[src/rtl/inst_loader_pkg.sv]
`default_nettype none
// ============================================================================
//  Module      : inst_loader_pkg
//  Description : Shared types and constants for the instruction loader:
//                FSM state encoding, default halt opcode and the
//                instruction-word width.
//  Revision    : 1.0 - initial release
// ============================================================================
package inst_loader_pkg;

  // Loader FSM states
  typedef enum logic [1:0] {
    OCIOSO  = 2'd0,   // idle, waiting for start
    RECEBE  = 2'd1,   // receiving bytes of the current word
    ESCREVE = 2'd2,   // one-cycle memory write of the assembled word
    FIM     = 2'd3    // session finished, pronto/erro held
  } state_t;

  // Value of bits [31:27] that marks a halt instruction
  localparam logic [4:0] HLT_OPCODE_DEF = 5'b00001;

  // Instruction-word width
  localparam int INSTR_W = 32;

endpackage
`default_nettype wire

[src/rtl/inst_loader_byte_packer.sv]
`default_nettype none
// ============================================================================
//  Module      : byte_packer
//  Description : Collects four bytes big-endian into one instruction word.
//                Only the first three bytes are stored; the fourth byte is
//                taken straight from byte_in so the full word is available
//                in the same cycle the last byte is accepted.
//  Ports       : clock, reset      - clock / async active-high reset
//                clear             - discard any partial word
//                accept            - byte_in is taken this cycle
//                byte_in[7:0]      - incoming byte
//                word[31:0]        - stored bytes followed by byte_in
//                word_full         - the 4th byte of a word is accepted now
//  Revision    : 1.0 - initial release
// ============================================================================
module byte_packer
  import inst_loader_pkg::*;
(
  input  logic               clock,
  input  logic               reset,
  input  logic               clear,
  input  logic               accept,
  input  logic [7:0]         byte_in,
  output logic [INSTR_W-1:0] word,
  output logic               word_full
);

  logic [23:0] r_shift;
  logic [1:0]  r_count;

  always_ff @(posedge clock or posedge reset) begin
    if (reset) begin
      r_shift <= 24'd0;
      r_count <= 2'd0;
    end else if (clear) begin
      r_shift <= 24'd0;
      r_count <= 2'd0;
    end else if (accept) begin
      r_shift <= {r_shift[15:0], byte_in};
      // 2-bit counter wraps 3 -> 0 at each word boundary
      r_count <= r_count + 2'd1;
    end
  end

  assign word      = {r_shift, byte_in};
  assign word_full = accept && (r_count == 2'd3);

endmodule
`default_nettype wire

[src/rtl/inst_loader.sv]
`default_nettype none
// ============================================================================
//  Module      : inst_loader
//  Description : Loads num_palavras 32-bit instructions, received as a
//                big-endian byte stream, into instruction memory.
//                Optional macro INST_LOADER_HLT_STOP_EN: a written word whose
//                [31:27] equals HLT_OPCODE ends the session early.
//  Ports       : clock, reset           - clock / async active-high reset
//                start, num_palavras    - begin a session of N words
//                byte_in, byte_valid    - byte stream in
//                byte_ready             - loader accepts a byte
//                mem_we, mem_endereco,
//                mem_dado               - instruction-memory write port
//                ocupado, pronto, erro  - session status
//  Revision    : 1.0 - initial release
// ============================================================================
module inst_loader
  import inst_loader_pkg::*;
#(
  parameter int         DEPTH      = 32,
  parameter logic [4:0] HLT_OPCODE = HLT_OPCODE_DEF
) (
  input  logic               clock,
  input  logic               reset,
  input  logic               start,
  input  logic [5:0]         num_palavras,
  input  logic [7:0]         byte_in,
  input  logic               byte_valid,
  output logic               byte_ready,
  output logic               mem_we,
  output logic [INSTR_W-1:0] mem_endereco,
  output logic [INSTR_W-1:0] mem_dado,
  output logic               ocupado,
  output logic               pronto,
  output logic               erro
);

`ifdef INST_LOADER_HLT_STOP_EN
  localparam bit HLT_EN = 1'b1;
`else
  localparam bit HLT_EN = 1'b0;
`endif

  localparam logic [31:0] DEPTH_W = 32'(DEPTH);

  state_t             r_state;
  logic [5:0]         r_count;   // latched word count
  logic [5:0]         r_idx;     // current word index

  logic               w_accept;
  logic               w_start_ok;
  logic               w_word_full;
  logic [INSTR_W-1:0] w_word;
  logic [5:0]         w_idx_next;
  logic               w_hlt_stop;

  assign w_accept   = byte_valid && byte_ready;
  assign w_start_ok = start && ((r_state == OCIOSO) || (r_state == FIM));
  assign w_idx_next = r_idx + 6'd1;
  // mem_dado still holds the word being written while in ESCREVE
  assign w_hlt_stop = HLT_EN && (mem_dado[31:27] == HLT_OPCODE);

  byte_packer u_packer (
    .clock     (clock),
    .reset     (reset),
    .clear     (w_start_ok),
    .accept    (w_accept),
    .byte_in   (byte_in),
    .word      (w_word),
    .word_full (w_word_full)
  );

  always_ff @(posedge clock or posedge reset) begin
    if (reset) begin
      r_state      <= OCIOSO;
      r_count      <= 6'd0;
      r_idx        <= 6'd0;
      byte_ready   <= 1'b0;
      mem_we       <= 1'b0;
      mem_endereco <= '0;
      mem_dado     <= '0;
      ocupado      <= 1'b0;
      pronto       <= 1'b0;
      erro         <= 1'b0;
    end else begin
      case (r_state)
        OCIOSO, FIM: begin
          if (start) begin
            r_count <= num_palavras;
            r_idx   <= 6'd0;
            pronto  <= 1'b0;
            erro    <= 1'b0;
            if (num_palavras == 6'd0) begin
              r_state <= FIM;
              pronto  <= 1'b1;
            end else if ({26'd0, num_palavras} > DEPTH_W) begin
              r_state <= FIM;
              pronto  <= 1'b1;
              erro    <= 1'b1;
            end else begin
              r_state    <= RECEBE;
              byte_ready <= 1'b1;
              ocupado    <= 1'b1;
            end
          end
        end
        RECEBE: begin
          if (w_word_full) begin
            r_state      <= ESCREVE;
            byte_ready   <= 1'b0;
            mem_we       <= 1'b1;
            mem_endereco <= {{(INSTR_W-6){1'b0}}, r_idx};
            mem_dado     <= w_word;
          end
        end
        ESCREVE: begin
          mem_we <= 1'b0;
          r_idx  <= w_idx_next;
          if ((w_idx_next == r_count) || w_hlt_stop) begin
            r_state <= FIM;
            ocupado <= 1'b0;
            pronto  <= 1'b1;
          end else begin
            r_state    <= RECEBE;
            byte_ready <= 1'b1;
          end
        end
        default: r_state <= OCIOSO;
      endcase
    end
  end

endmodule
`default_nettype wire

[config.mk]
export PLATFORM = sky130hd
export DESIGN_NAME = inst_loader
export DESIGN_NICKNAME = d
export VERILOG_FILES = /design/src/rtl/inst_loader_pkg.sv /design/src/rtl/inst_loader_byte_packer.sv /design/src/rtl/inst_loader.sv
export SDC_FILE = /design/constraint.sdc
export NUM_CORES = 1
export LEC_CHECK = 0
export ABC_CLOCK_PERIOD_IN_PS = 2470
export CAP_MARGIN = 25
export CORE_UTILIZATION = 45
export DETAILED_ROUTE_END_ITERATION = 12
export PLACE_DENSITY_LB_ADDON = 0.3
export REMOVE_ABC_BUFFERS = 1
export SYNTH_ARGS = -nofsm -noshare
export SYNTH_HDL_FRONTEND = slang
export SYNTH_SLANG_ARGS = --single-unit
[constraint.sdc]
create_clock -name clock -period 2.47 [get_ports clock]
set_input_delay 0.494 -clock clock [delete_from_list [all_inputs] [get_ports clock]]
set_output_delay 0.494 -clock clock [all_outputs]
set_load 0.02 [all_outputs]
==> impl_metrics.env <==
export IMPL_wire_length_after_detailed_routing_mm=7.01
export IMPL_first_pass_grt_wire_length_mm=11.8
export IMPL_status="completed"
export IMPL_crit_type="input port to register"
export IMPL_diodes=0
export IMPL_worstSetupEndpointType="register"
export IMPL_final_hold_viol_count=0
export IMPL_finClkSkew_ns=0.0130
export IMPL_port_buffers=60
export IMPL_cts_htree_levels=3
export IMPL_cts_path_max_buffers=2
export IMPL_powerDensity_nw_per_um2=1150
export IMPL_leakage_uw=0.00215
export IMPL_routed_wire_length_per_instance_um=13.7
export IMPL_clk_latency_ns=0.36
export IMPL_maxSlewHeadroom=0.526
export IMPL_crit_required_ns=2.75
export IMPL_synth_sequential_area_ratio=0.560
export IMPL_die_x_um=92.8
export IMPL_num_vias=2571
export IMPL_overflow_after_grt=0
export IMPL_grt_antenna_before_repair=0
export IMPL_nNetsFinal=429
export IMPL_avgViaCountPerCell=5.02
export IMPL_cts_reportedPaths_clkPinSlew_ns=0.09
export IMPL_initialDrtViolationCount=143
export IMPL_layout_commonest_cell="dfrtp_1"
export IMPL_layout_drive_gt1_share=0.166
export IMPL_post_synth_instance_area_um2=3710
export IMPL_clock_sinks=83
export IMPL_die_area_um2=8610
export IMPL_cts_post_setup_buffers_inserted=0
export IMPL_setup_violations_final=0
export IMPL_most_common_layout_cells="83 x dfrtp_1, 77 x nand2_1, 60 x clkdlybuf4s50_1, 38 x mux2_2, 32 x a21oi_1"
export IMPL_hp_class="input port to asynchronous set/reset pin"
export IMPL_postSynth_asyncResetShare=1.00
export IMPL_max_cap_violations=0
export IMPL_ys_types=38
export IMPL_tritoncts="built"
export IMPL_fin_cells=512
export IMPL_report_final_slew_viol_count=0
export IMPL_total_power_uw=5270
export IMPL_rows=32
export IMPL_final_critical_path_share_of_the_clock_period=0.853
export IMPL_initial_core_util=0.473
export IMPL_cp_start_kind="input port"
export IMPL_ctsHoldBuffers=0
export IMPL_area_growth_synth_to_final_pct=23.2
export IMPL_netlist_instances=343
export IMPL_placeableCoreArea_um2=7850
export IMPL_post_cts_resize_count=0
export IMPL_max_slew_worst_pin_slew_ns=0.703
export IMPL_num_io_pins=87
export IMPL_placed_cells=497
export IMPL_dp_hpwl_mm=4.84
export IMPL_synth_ff_type="dfrtp_1"
export IMPL_postSynthAreaPerCell_um2=10.8
export IMPL_worst_endpoint_arrival_ns=2.38
export IMPL_postSynthRegisterBits=83
export IMPL_number_of_drc_violations_after_detailed_routing=0
export IMPL_post_synth_edffs=0
export IMPL_max_freq_mhz=475
export IMPL_cts_root_buffer="clkbuf_8"
export IMPL_critPathMaxFanout=3
export IMPL_first_global_vias=2457
export IMPL_pin_count_of_the_biggest_net_entering_global_routing=33
export IMPL_synthesis_yosys_warnings=0
export IMPL_postRouteAntennaNets=0
export IMPL_die_height_um=92.8
export IMPL_detailedRoute_firstPassIterationCount=4
export IMPL_clock_buffers_created_by_tritoncts=9
export IMPL_gpl_final_weighted_congestion=0.784
export IMPL_vdd_ir_drop_max_mv=0.541
export IMPL_fillerInstances=701
export IMPL_finalWorstPathRequiredPeriod_ns=2.11
export IMPL_grtUsageTotal=0.179
export IMPL_grt_setup_unrepaired="false"
-- cell type report --
class	count	area [um2]	area share
flip-flops and latches	83	2080	0.454
multi-input cells	236	1450	0.317
repair buffers	69	693	0.152
clock buffers	10	138	0.0301
well taps	102	128	0.0279
clock inverters	5	61.3	0.0134
inverters	7	27.5	0.00602
-- stage by stage --
| step | worst slack [ns] | hold WS (ns) | util | area, um2 | TNS (ns) |
|---|---|---|---|---|---|
| finish | 0.364 | 0.468 | 0.583 | 4570 | 0 |
| detailed placement | 0.00317 | 0.484 | 0.557 | 4370 | 0 |
| global route | 0.321 | 0.510 | 0.583 | 4570 | 0 |
| floorplan | -0.368 | 0.465 | - | 3550 | -27.31 |
| global placement | 0.0253 | 0.477 | 0.557 | 4370 | 0 |
| CTS | 0.371 | 0.477 | 0.583 | 4570 | 0 |
-- routing by layer --
layer	part of all wire	global-route usage	routed length (um)
met5	0	0	0
met4	0.015	0.0731	108
met3	0.046	0.0411	324
met2	0.47	0.281	3330
met1	0.46	0.238	3250
-- worst max-delay path, cell delays in order --
cell	delay, ns
clkdlybuf4s50_1	0.42
or4_1	0.54
or3_4	0.36
and2_4	0.18
o221ai_2	0.18
mux2i_1	0.21
-- cell families after synthesis --
family,after synthesis,synth area share
simple gates,102,0.118
flops,83,0.560
compound gates,55,0.0883
buf+inv,49,0.0765
mux,40,0.121
xor+xnor,8,0.0189
fa+ha+maj,5,0.0169
other cells,1,0.00101
-- report_power, final --
group | internal (uW) | switching [uW]
sequential | 1860 | 323
combinational | 969 | 1150
clock | 494 | 481
-- final timing paths --
kind                                      start           end  slack [ns]  cells past startpoint
worst max-delay path            num_palavras[4]    byte_ready        0.36                      6
worst min-delay path                      reset  mem_dado[18]        0.47                      2
worst max register to register         r_idx[0]    r_state[1]        0.47                      6
worst min register to register             erro          erro        0.50                      2
max in group asynchronous                 reset  mem_dado[29]        1.48                      3
min in group clock                         erro          erro        0.50                      2
-- synth_stat cells (3+ instances only) --
| cell | count | area, um2 |
|---|---|---|
| nand2_1 | 77 | 289 |
| nor2_1 | 5 | 18.8 |
| clkbuf_1 | 10 | 37.5 |
| nand3_1 | 6 | 30.0 |
| nor3_1 | 4 | 20.0 |
| xnor2_1 | 5 | 43.8 |
| mux2_2 | 38 | 428 |
| dfrtp_1 | 83 | 2080 |
| a31oi_1 | 3 | 18.8 |
| o21ai_0 | 8 | 40.0 |
| xor2_1 | 3 | 26.3 |
| inv_1 | 7 | 26.3 |
| buf_1 | 4 | 15.0 |
| buf_4 | 26 | 195 |
| a21oi_1 | 32 | 160 |
| ha_1 | 5 | 62.6 |
-- sequential cells by signal, summed over array words and instances, names as in the netlist --
| name | count |
|---|---|
| mem_dado | 32 |
| u_packer.r_shift | 24 |
| mem_endereco | 6 |
| r_count | 6 |
| r_idx | 6 |
| r_state | 2 |
| u_packer.r_count | 2 |
| byte_ready | 1 |
| erro | 1 |
| mem_we | 1 |
| ocupado | 1 |
| pronto | 1 |
Power figures use the tool's default switching activity.
